`src/rtl/mem_bus_arb_pkg.sv`:
```
// Shared encodings for the two-master memory-bus arbiter.
package mem_bus_arb_pkg;

  localparam int DATA_BUS      = 64;
  localparam int DATA_ADDR_BUS = 64;

  localparam logic REQ_READ  = 1'b0;
  localparam logic REQ_WRITE = 1'b1;

  localparam logic [1:0] RESP_OKAY   = 2'b00;
  localparam logic [1:0] RESP_SLVERR = 2'b10;

  typedef enum logic {
    IDLE = 1'b0,
    BUSY = 1'b1
  } arb_state_e;

endpackage

```
`src/rtl/mem_bus_arb_if.sv`:
```
// One single-outstanding memory-bus channel: request from master, completion from slave.
interface mem_bus_arb_if #(
  parameter int DATA_W = 64,
  parameter int ADDR_W = 64
);
  logic              valid;
  logic              req;
  logic [ADDR_W-1:0] addr;
  logic [1:0]        size;
  logic [DATA_W-1:0] data_write;
  logic              ready;
  logic [DATA_W-1:0] data_read;
  logic [1:0]        resp;

  modport master (
    output valid, req, addr, size, data_write,
    input  ready, data_read, resp
  );

  modport slave (
    input  valid, req, addr, size, data_write,
    output ready, data_read, resp
  );
endinterface

```
`src/rtl/mem_bus_arb_rr_arb2.sv`:
```
// Two-way round-robin picker: on a tie the requester not served last wins.
module mem_bus_arb_rr_arb2 (
  input  logic [1:0] valid,
  input  logic       last,
  output logic [1:0] gnt
);
  always_comb begin
    gnt = valid;
    if (valid == 2'b11) gnt = last ? 2'b01 : 2'b10;
  end
endmodule

```
`src/rtl/mem_bus_arb.sv`:
```
// Shares one single-outstanding slave port between m0 and m1 with a registered
// round-robin grant held for the whole transaction, plus a ready watchdog.
module mem_bus_arb
  import mem_bus_arb_pkg::*;
#(
  parameter int DATA_W  = 64,
  parameter int ADDR_W  = 64,
  parameter int TIMEOUT = 255
) (
  input  logic               clk,
  input  logic               rst,
  mem_bus_arb_if.slave       m0,
  mem_bus_arb_if.slave       m1,
  mem_bus_arb_if.master      s,
  output logic [1:0]         grant_o
);

  localparam logic [15:0] TIMEOUT_CNT = 16'(TIMEOUT);

  arb_state_e  state_q, state_d;
  logic [1:0]  grant_q, grant_d;
  logic        last_q, last_d;
  logic [15:0] wait_q, wait_d;
  logic [1:0]  pick;
  logic        gnt_valid, done, timeout_hit;

  mem_bus_arb_rr_arb2 u_rr_arb2 (
    .valid ({m1.valid, m0.valid}),
    .last  (last_q),
    .gnt   (pick)
  );

  assign grant_o     = grant_q;
  assign gnt_valid   = (grant_q[0] & m0.valid) | (grant_q[1] & m1.valid);
  assign done        = (state_q == BUSY) && gnt_valid && s.ready;
  assign timeout_hit = (state_q == BUSY) && gnt_valid && !s.ready && (wait_q == TIMEOUT_CNT);

  always_ff @(posedge clk or negedge rst) begin
    if (!rst) begin
      state_q <= IDLE;
      grant_q <= 2'b00;
      last_q  <= 1'b1;
      wait_q  <= '0;
    end else begin
      state_q <= state_d;
      grant_q <= grant_d;
      last_q  <= last_d;
      wait_q  <= wait_d;
    end
  end

  always_comb begin
    state_d = state_q;
    grant_d = grant_q;
    last_d  = last_q;
    wait_d  = wait_q;
    if (state_q == IDLE) begin
      wait_d = '0;
      if (|pick) begin
        grant_d = pick;
        state_d = BUSY;
      end
    end else if (!gnt_valid) begin
      // owner abandoned its request: release without a completion or fairness update
      state_d = IDLE;
      grant_d = 2'b00;
    end else if (done || timeout_hit) begin
      state_d = IDLE;
      grant_d = 2'b00;
      last_d  = grant_q[1];
    end else begin
      wait_d = wait_q + 16'd1;
    end
  end

  // Request path is a pure mux on the registered grant; nothing reaches the slave in IDLE.
  always_comb begin
    s.valid      = gnt_valid & ~timeout_hit;
    s.req        = REQ_READ;
    s.addr       = '0;
    s.size       = 2'b00;
    s.data_write = '0;
    if (grant_q[0]) begin
      s.req        = m0.req;
      s.addr       = m0.addr;
      s.size       = m0.size;
      s.data_write = m0.data_write;
    end else if (grant_q[1]) begin
      s.req        = m1.req;
      s.addr       = m1.addr;
      s.size       = m1.size;
      s.data_write = m1.data_write;
    end
  end

  always_comb begin
    m0.ready     = grant_q[0] & (done | timeout_hit);
    m1.ready     = grant_q[1] & (done | timeout_hit);
    m0.data_read = (grant_q[0] & done) ? s.data_read : '0;
    m1.data_read = (grant_q[1] & done) ? s.data_read : '0;
    m0.resp      = RESP_OKAY;
    m1.resp      = RESP_OKAY;
    if (grant_q[0] & done)        m0.resp = s.resp;
    if (grant_q[1] & done)        m1.resp = s.resp;
    if (grant_q[0] & timeout_hit) m0.resp = RESP_SLVERR;
    if (grant_q[1] & timeout_hit) m1.resp = RESP_SLVERR;
  end

endmodule

```
`src/flat_wrapper.sv`:
```
// flat-port wrapper written by rule: the top's interface ports become plain ports
module mem_bus_arb_flat import mem_bus_arb_pkg::*;
#(
  parameter int DATA_W  = 64,
  parameter int ADDR_W  = 64,
  parameter int TIMEOUT = 255
)
  (clk, rst, grant_o, m0_valid, m0_req, m0_addr, m0_size, m0_data_write, m0_ready, m0_data_read, m0_resp, m1_valid, m1_req, m1_addr, m1_size, m1_data_write, m1_ready, m1_data_read, m1_resp, s_valid, s_req, s_addr, s_size, s_data_write, s_ready, s_data_read, s_resp);
  mem_bus_arb_if #(.DATA_W(DATA_W), .ADDR_W(ADDR_W)) m0_i ();
  mem_bus_arb_if #(.DATA_W(DATA_W), .ADDR_W(ADDR_W)) m1_i ();
  mem_bus_arb_if #(.DATA_W(DATA_W), .ADDR_W(ADDR_W)) s_i ();
  input  logic clk;
  input  logic rst;
  output logic [1:0] grant_o;
  input wire logic [$bits(m0_i.valid)-1:0] m0_valid;
  input wire logic [$bits(m0_i.req)-1:0] m0_req;
  input wire logic [$bits(m0_i.addr)-1:0] m0_addr;
  input wire logic [$bits(m0_i.size)-1:0] m0_size;
  input wire logic [$bits(m0_i.data_write)-1:0] m0_data_write;
  output wire logic [$bits(m0_i.ready)-1:0] m0_ready;
  output wire logic [$bits(m0_i.data_read)-1:0] m0_data_read;
  output wire logic [$bits(m0_i.resp)-1:0] m0_resp;
  input wire logic [$bits(m1_i.valid)-1:0] m1_valid;
  input wire logic [$bits(m1_i.req)-1:0] m1_req;
  input wire logic [$bits(m1_i.addr)-1:0] m1_addr;
  input wire logic [$bits(m1_i.size)-1:0] m1_size;
  input wire logic [$bits(m1_i.data_write)-1:0] m1_data_write;
  output wire logic [$bits(m1_i.ready)-1:0] m1_ready;
  output wire logic [$bits(m1_i.data_read)-1:0] m1_data_read;
  output wire logic [$bits(m1_i.resp)-1:0] m1_resp;
  output wire logic [$bits(s_i.valid)-1:0] s_valid;
  output wire logic [$bits(s_i.req)-1:0] s_req;
  output wire logic [$bits(s_i.addr)-1:0] s_addr;
  output wire logic [$bits(s_i.size)-1:0] s_size;
  output wire logic [$bits(s_i.data_write)-1:0] s_data_write;
  input wire logic [$bits(s_i.ready)-1:0] s_ready;
  input wire logic [$bits(s_i.data_read)-1:0] s_data_read;
  input wire logic [$bits(s_i.resp)-1:0] s_resp;
  assign m0_i.valid = m0_valid;
  assign m0_i.req = m0_req;
  assign m0_i.addr = m0_addr;
  assign m0_i.size = m0_size;
  assign m0_i.data_write = m0_data_write;
  assign m0_ready = m0_i.ready;
  assign m0_data_read = m0_i.data_read;
  assign m0_resp = m0_i.resp;
  assign m1_i.valid = m1_valid;
  assign m1_i.req = m1_req;
  assign m1_i.addr = m1_addr;
  assign m1_i.size = m1_size;
  assign m1_i.data_write = m1_data_write;
  assign m1_ready = m1_i.ready;
  assign m1_data_read = m1_i.data_read;
  assign m1_resp = m1_i.resp;
  assign s_valid = s_i.valid;
  assign s_req = s_i.req;
  assign s_addr = s_i.addr;
  assign s_size = s_i.size;
  assign s_data_write = s_i.data_write;
  assign s_i.ready = s_ready;
  assign s_i.data_read = s_data_read;
  assign s_i.resp = s_resp;
  mem_bus_arb #(.DATA_W(DATA_W), .ADDR_W(ADDR_W), .TIMEOUT(TIMEOUT)) u_core (.clk(clk), .rst(rst), .m0(m0_i), .m1(m1_i), .s(s_i), .grant_o(grant_o));
endmodule
```
`config.mk`:
```
export PLATFORM = sky130hd
export DESIGN_NAME = mem_bus_arb_flat
export DESIGN_NICKNAME = d
export VERILOG_FILES = /design/src/rtl/mem_bus_arb_pkg.sv /design/src/rtl/mem_bus_arb_if.sv /design/src/rtl/mem_bus_arb_rr_arb2.sv /design/src/rtl/mem_bus_arb.sv /design/src/flat_wrapper.sv
export SDC_FILE = /design/constraint.sdc
export NUM_CORES = 1
export LEC_CHECK = 0
export ABC_AREA = 1
export CAP_MARGIN = 30
export CORE_AREA = 5 5 233 235
export DETAILED_ROUTE_END_ITERATION = 7
export DIE_AREA = 0 0 238 240
export DONT_BUFFER_PORTS = 1
export GPL_ROUTABILITY_DRIVEN = 0
export PLACE_DENSITY = 0.3
export SYNTH_ARGS = -nofsm -noshare
export SYNTH_HDL_FRONTEND = slang
export SYNTH_SLANG_ARGS = --single-unit
```
`constraint.sdc`:
```
create_clock -name clk -period 2.68 [get_ports clk]
set_input_delay 0.402 -clock clk [delete_from_list [all_inputs] [get_ports clk]]
set_output_delay 0.402 -clock clk [all_outputs]
set_load 0.01 [all_outputs]
```
**After elaboration in Yosys (flattened, before gate mapping)**

Index checks and enable logic that the tools add are counted.

- Output and inout bits: 268
- Logic and storage cells: 60
- Input bits: 333
- Bits in registers: 20

- Muxes and demuxes: 27
- Bitwise logic cells: 12
- Add/subtract/negate cells: 1
- Reductions and logical operators: 11
- Equality and inequality tests: 5

Operators by type and width:

| operator | number |
|---|---|
| $mux W64 | 6 |
| $mux W16 | 3 |
| $mux W2 | 12 |
| $add A16 B1 Y16 const B | 1 |
| $eq A16 B8 Y1 const B | 1 |
| $and A1 B1 Y1 | 9 |
| $mux W1 | 6 |
| $logic_and A1 B1 Y1 | 4 |
| $ne A2 B2 Y1 const B | 2 |
| $reduce_and A2 Y1 | 2 |
| $ne A3 B3 Y1 const B | 1 |
| $reduce_and A3 Y1 | 1 |
| $eq A2 B2 Y1 const B | 1 |
| $or A1 B1 Y1 | 2 |
| $reduce_bool A2 Y1 | 1 |
| $reduce_or A2 Y1 | 1 |
| $logic_not A1 Y1 | 1 |
| $logic_or A1 B1 Y1 | 1 |
| $not A1 Y1 | 1 |

**Depth between registers and ports, before layout**

Gate-level depths: netlist (run 1).

- Depth in word-level cells: 9
- Depth in mapped cells: 10
- Depth with buffers taken out: 10

**Cells and area by module**

From an unflattened synthesis (run 1), not the netlist that was laid out.

- Cells, all modules: 843
- Area total of the unflattened synthesis: 4299.1 sq um

By module, submodules not included:

| module | times used | area an instance (sq um) | seq. area each (sq um) | cells an instance |
|---|---|---|---|---|
| mem_bus_arb | 1 | 4277.9 | 501.7 | 838 |
| mem_bus_arb_rr_arb2 | 1 | 21.3 | 0.0 | 5 |

**Worst setup path before layout (run 1)**

OpenSTA, ideal clock, no wires.

- Path kind: register to output
- From: register u_core.wait_q[0]
- To: output port m1_resp[1]
- Slack: 0.790 ns
- Stages on the path, launching flop included: 10
- Arrival time: 1.488 ns
- Data required time: 2.278 ns
- Path buffers: 0
- Cell sequence: dfrtp_1 -> ha_1 -> inv_1 -> nor2_2 -> nand2_1 -> nor2_2 -> nand2_2 -> nand2_1 -> nand2_1 -> a21oi_1

- Cells in the longest elaborated chain, start to end: 4

Ends and longest elaborated chain:

| what | RTL line | RTL |
|---|---|---|
| start, declared | mem_bus_arb.sv:23 | `logic [15:0] wait_q, wait_d;` |
| start signal, assigned | mem_bus_arb.sv:48 | `wait_q <= wait_d;` |
| $eq A16 B8 Y1 | mem_bus_arb.sv:36 | `assign timeout_hit = (state_q == BUSY) && gnt_valid && !s.ready && (wait_q == TIMEOUT_CNT);` |
| $logic_and A1 B1 Y1 | mem_bus_arb.sv:36 |  |
| $and A1 B1 Y1 | mem_bus_arb.sv:106 | `if (grant_q[1] & timeout_hit) m1.resp = RESP_SLVERR;` |
| $mux W2 | mem_bus_arb.sv:106 |  |
| end, declared | flat_wrapper.sv:30 | `output wire logic [$bits(m1_i.resp)-1:0] m1_resp;` |

No other way between the ends.

**Worst setup path in the final report (run 1)**

- From: register u_core.grant_q[0] (netlist: u_core.grant_o[0])
- To: output port s_addr[1]

- Cells in the longest elaborated chain, start to end: 1

Ends and longest elaborated chain:

| what | RTL line | RTL |
|---|---|---|
| start, declared | mem_bus_arb.sv:21 | `logic [1:0] grant_q, grant_d;` |
| start signal, assigned | mem_bus_arb.sv:46 | `grant_q <= grant_d;` |
| $mux W64 | mem_bus_arb.sv:83 | `if (grant_q[0]) begin` |
| end, declared | flat_wrapper.sv:33 | `output wire logic [$bits(s_i.addr)-1:0] s_addr;` |

No other way between the ends.

==> summary.txt, run 1 <==
Die Wd = 238 um
Post-CTS Repair Setup Buffers = 0
skew final = 7.14 ps
post-synthesis area per instance = 4.70 sq um
layout cells sized above 1 = 9.75%
GRT Total Usage = 8.99%
Design Area, Final = 0.00522 sq mm
Least-Margin Pin Slew = 652 ps
CTS H-tree depth = 1
Yosys cell types = 25
I/O pin cnt = 601
Synth warnings = 0
number of flops mapped to enable cells by yosys = 0
vias in the first global route = 4,962
Crit Path Category = register to output port
kind of cell adding the most delay to the critical path = buffers and inverters
Data arrival, critical path = 2150 ps
TritonCTS Buffers = 3
register area = 509 sq um
remaining antenna violation count = 0
Setup WS post-layout = 131 ps
Core Area = 0.0520 sq mm
Max FO, Critical Path = 99
max_slew headroom = 56.5%
Setup-failing EPs final = 0
Port Buffer Count = 0
CTS Buffer Depth = 2
total grt overflow = 0
hold slack = 361 ps
clock root cell = clkbuf_16
WP data required = 2280 ps
post-synthesis instance total = 836
pre-CTS setup slack = 354 ps
Synth area leaders = nand2_1 31%, nand3_1 18%, nor2_1 15%
share of flip-flops with an asynchronous set or reset = 100%
minimum clock period = 2550 ps
reg2reg setup slack = 650 ps
die height = 240 um
pwr dens = 846 mW/mm^2
Static Leak = 2.69 nW
placed insts = 1,522
outcome = completed
Via Count = 5,634
die area = 0.0571 sq mm
Synth top area share = 31.4%
Final Hold Fails = 0
Peak VDD IR = 0.00116 V
DR iter-0 viols = 320
Worst path slowest cell = dfrtp_4
Crit. End Element = output port
prevailing post-synth register cell = dfrtp_1
Fillers = 6,173
pin count of the biggest net entering global routing = 134
global-route wire length before repair = 36.9 mm
router iterations before antenna repair = 5
Slew Limit Fails = 0
CP cell instances = buf_4, inv_4, buf_16, nand3_1, nand2_1
cell type with the largest total area after synthesis = nand2_1
crit share post-route = 95.1%
Min-Delay Path Class = input port to register
area occupied by multi-input gates = 0.00288 sq mm
register area share after synthesis = 12.8%
area grow syn2layout = 32.6%
CP Launch Type = register
initial antenna violation count = 10
Clk Latency, worst-skew pair = 260 ps
RSZ-0062 raised after global routing = no
WL final = 29.7 mm
DP HPWL = 26.6 mm
Starting Density = 7.56%
CTS tree = yes
Finished Layout Cells = 1,533
clock sinks = 20
CP peak stage delay = 470 ps
most frequent cell after synthesis = nand2_1
Worst Path Buf+Inv = 3
Post-Place Cell Area = 0.00505 sq mm
most frequent cells after synthesis = 329 x nand2_1, 154 x nor2_1, 145 x nand3_1
synthesized net count = 1,170
row cnt = 84
CTS clock-pin slew for the worst setup and hold paths = 60 ps
fin nets = 1,176
#FFs+latches synth = 20
via/cell ratio = 3.68
DRC Markers = 0
synthesized area = 0.00393 sq mm
max-cap viol count = 0
wire per inst = 19.4 um
Max Clk Rate = 392 MHz
setup TNS = 0 ps
==> cell families (layout without fill, tap and decap cells) <==
logic type | Yosys count | count (layout) | share of synthesized area [%]
DFF | 20 | 20 | 12.8
AOI/OAI and AO/OA | 25 | 25 | 3.94
xor gates and xnor gates | 6 | 6 | 1.34
and+or+nand+nor | 641 | 641 | 67.1
other | 0 | 4 | 0
adders and majority gates | 1 | 1 | 0.318
buffers and inverters | 143 | 148 | 14.5
==> per-stage QoR <==
| stage | power [mW] | utilization [%] |
|---|---|---|
| after floorplan | 2.92 | - |
| after global placement | 4.04 | 9.71 |
| final | 4.41 | 10.0 |
| after CTS | 4.40 | 9.88 |
| after global routing | 4.78 | 10.0 |
| after detailed placement | 4.06 | 9.71 |
==> state kept, by name, indices dropped and copies added, names as in the netlist <==
register        flops
u_core.state_q      1
u_core.last_q       1
u_core.grant_o      2
u_core.wait_q      16
==> worst paths after layout <==
kind | start | end | depth (start not counted)
max in group asynchronous | rst | u_core.last_q | 2
min in group asynchronous | rst | u_core.wait_q[13] | 1
worst min-delay path | m1_valid | u_core.state_q | 2
worst min register to register | u_core.wait_q[15] | u_core.wait_q[15] | 2
worst max-delay path | u_core.grant_o[0] | s_addr[1] | 5
worst max register to register | u_core.wait_q[0] | u_core.wait_q[6] | 10
==> layer usage <==
metal	up-vias	global-route usage [%]	routed length (um)
li1	2575	-	-
met1	2533	10.6	11100
met2	480	16.1	14600
met3	40	1.93	2870
met4	6	3.22	1070
met5	-	0	34
==> where the power goes <==
part / internal [mW] / switching [mW] / total [mW] / leakage (nW)
combinational: 0.790 / 2.88 / 3.67 / 2.39
clock: 0.203 / 0.123 / 0.326 / 0.0382
sequential: 0.361 / 0.0525 / 0.413 / 0.267
==> placed cells by master (no fill, tap or decap) <==
| cell type | netlist | routed |
|---|---|---|
| nor2_4 | 1 | 1 |
| dfrtp_4 | 0 | 2 |
| diode_2 | 0 | 4 |
| buf_8 | 0 | 1 |
| o21ai_0 | 9 | 9 |
| buf_16 | 0 | 2 |
| inv_1 | 80 | 80 |
| buf_12 | 0 | 4 |
| clkbuf_1 | 40 | 1 |
| nand3_4 | 1 | 1 |
| nand3_1 | 145 | 145 |
| nand3_2 | 1 | 1 |
| o21ai_1 | 1 | 1 |
| nand2_1 | 329 | 326 |
| nor2_1 | 154 | 154 |
| buf_4 | 0 | 54 |
| dfrtp_1 | 19 | 17 |
| o21ai_2 | 4 | 4 |
| inv_4 | 0 | 1 |
| dlygate4sd3_1 | 0 | 1 |
| dfstp_2 | 1 | 1 |
| nand4_1 | 7 | 7 |
| clkinv_1 | 2 | 1 |
| nand2_2 | 1 | 4 |
| a21oi_1 | 5 | 5 |
| nor2_2 | 2 | 2 |
| ha_4 | 0 | 1 |
| o21bai_1 | 6 | 6 |
| xor2_1 | 3 | 3 |
| xnor2_1 | 3 | 3 |
| clkbuf_16 | 0 | 3 |
==> worst reg2reg max path: stages, from the launching register on <==
cell,delay (ps)
dfrtp_1,450
ha_4,190
inv_1,60
nor2_2,140
nand2_1,130
nor2_2,130
nand2_2,150
nand3_4,290
inv_1,230
nand2_1,100
nand2_1,50
==> layout make-up <==
| class | count | share of cell area [%] |
|---|---|---|
| multi-input combinational | 673 | 55.2 |
| tap | 688 | 16.5 |
| timing repair buffer | 62 | 10.8 |
| sequential | 20 | 9.76 |
| inverter | 82 | 5.95 |
| clock buffer | 4 | 1.51 |
| antenna | 4 | 0.192 |
==> what timing repair did <==
action                                 4_1_cts  5_1_grt
gates resized for setup                      0        4
setup endpoints to repair                    0        3
hold buffers                                 1        0
endpoints found under the hold margin       20        0
Power figures use the tool's default switching activity.
==> run 2, diff against run 1 <==
- CORE_AREA: 5 5 233 235 -> 2 2 230 232
- DIE_AREA: 0 0 238 240 -> 0 0 232 234
==> summary.txt, run 2 (synthesized netlist as in run 1, its figures left out) <==
router iterations before antenna repair = 5
Worst path slowest cell = buf_4
clock sinks = 20
pwr dens = 842 mW/mm^2
kind of cell adding the most delay to the critical path = buffers and inverters
WL final = 27.4 mm
total grt overflow = 0
Met2 Wirelength = 14.0 mm
most flop-heavy register = u_core.wait_q
max-cap viol count = 0
CTS Buffer Depth = 2
Static Leak = 2.60 nW
DP HPWL = 23.8 mm
fin nets = 1,155
row cnt = 84
die height = 234 um
area grow syn2layout = 29.2%
global-route wire length before repair = 32.6 mm
Clk Latency, worst-skew pair = 250 ps
total power = 4.28 mW
CP cell instances = nand2_1, nand2_1, nand3_2, inv_1, nand2_2, buf_4, nor2_1, buf_4
setup TNS = 0 ps
outcome = completed
crit share post-route = 93.1%
WL met1 = 10.3 mm
Least-Margin Pin Slew = 689 ps
CP peak stage delay = 530 ps
CTS clock-pin slew for the worst setup and hold paths = 60 ps
Die Wd = 232 um
WL met3 = 2.29 mm
RSZ-0062 raised after global routing = no
CTS tree = yes
via/cell ratio = 3.66
most common cell after layout, fill and taps aside = nand2_1
Setup-failing EPs final = 0
minimum clock period = 2500 ps
clock root cell = clkbuf_16
I/O pin cnt = 601
Core Area = 0.0520 sq mm
max_slew headroom = 54.0%
layout cells sized above 1 = 7.44%
Via Count = 5,516
Port Buffer Count = 0
GRT Total Usage = 8.66%
Max Clk Rate = 401 MHz
most frequent cells in the layout = 327 x nand2_1, 154 x nor2_1, 145 x nand3_1
DR iter-0 viols = 300
die area = 0.0543 sq mm
WP data required = 2280 ps
CTS H-tree depth = 1
DRC Markers = 0
vias in the first global route = 4,206
Peak VDD IR = 0.000472 V
number of flip-flops in the largest register = 16
skew final = 2.88 ps
initial antenna violation count = 9
Min-Delay Path Class = input port to register
Crit Path Category = register to output port
Max FO, Critical Path = 65
wire per inst = 18.1 um
CP Launch Type = register
Starting Density = 7.56%
remaining antenna violation count = 0
Data arrival, critical path = 2090 ps
Slew Limit Fails = 0
Crit. End Element = output port
Top Layer Used = met5
pin count of the biggest net entering global routing = 136
Final Hold Fails = 0
TritonCTS Buffers = 3
Worst Path Buf+Inv = 3
[run 2: changes by cell type in the layout (fill, tap and decap cells not counted), sizes merged]
cell   delta
diode     -3
buf      -21
[run 2: worst reg2reg max path, cell delays in order, from the launching register on]
cell     delay, ps
dfrtp_1        410
ha_2           240
inv_1           70
nor2_2         140
nand2_1        100
nor2_2         120
nand2_2        110
nand3_4        260
inv_1          200
nand2_1        100
nand2_1         50
[run 2: report_power, final]
group / leakage, nW / internal (mW) / switching, mW
Clock: 0.0442 / 0.228 / 0.121
Sequential: 0.267 / 0.361 / 0.0589
Combinational: 2.29 / 0.834 / 2.68
[run 2: stage by stage]
| step | hold slack [ps] | std cells | instance area (sq um) | setup WS (ps) | util, % |
|---|---|---|---|---|---|
| 3_5_place_dp | 108 | 1502 | 4950 | 451 | 9.52 |
| 2_1_floorplan | 106 | 836 | 3930 | 790 | - |
| 6_report | 361 | 1509 | 5080 | 184 | 9.77 |
| 4_1_cts | 345 | 1507 | 5050 | 157 | 9.71 |
| 5_1_grt | 354 | 1509 | 5080 | 10.0 | 9.77 |
| 3_3_place_gp | 108 | 1502 | 4950 | 472 | 9.52 |
[run 2: what timing repair did]
item                       CTS  global route
resized for setup            0             1
hold endpoints to repair    20             0
hold buffers                 1             0
setup buffers                0             0
setup endpoints to repair    0             1
[run 2: path summary, 6_finish.rpt]
| check | endpoint | cells past startpoint | start | slack, ps |
|---|---|---|---|---|
| max | m1_data_read[34] | 8 | u_core.grant_o[0] | 180 |
| min | u_core.grant_o[0] | 2 | m1_valid | 360 |
| max reg2reg | u_core.wait_q[2] | 10 | u_core.wait_q[0] | 770 |
| min reg2reg | u_core.wait_q[15] | 2 | u_core.wait_q[15] | 530 |
| max in group asynchronous | u_core.last_q | 2 | rst | 1620 |
| min in group asynchronous | u_core.wait_q[15] | 1 | rst | 530 |
[run 2: layout make-up]
| type | instances | area (sq um) |
|---|---|---|
| clock buffers | 4 | 88.8 |
| diodes | 1 | 2.50 |
| multi-input cells | 673 | 2870 |
| repair buffers | 41 | 443 |
| flip-flops and latches | 20 | 509 |
| inverters | 82 | 310 |
| fillers | 6165 | 46900 |
| well taps | 688 | 861 |
[run 2: metal layers]
layer,vias up,track usage (%)
met5,-,0
met4,4,2.54
met3,40,1.61
met2,466,16.5
met1,2476,9.72
li1,2530,-
==> run 3, diff against run 2 <==
- TNS_END_PERCENT: unset -> 5
==> results of run 3 <==
Final layout, timing and power as in run 2 (identical DEF).
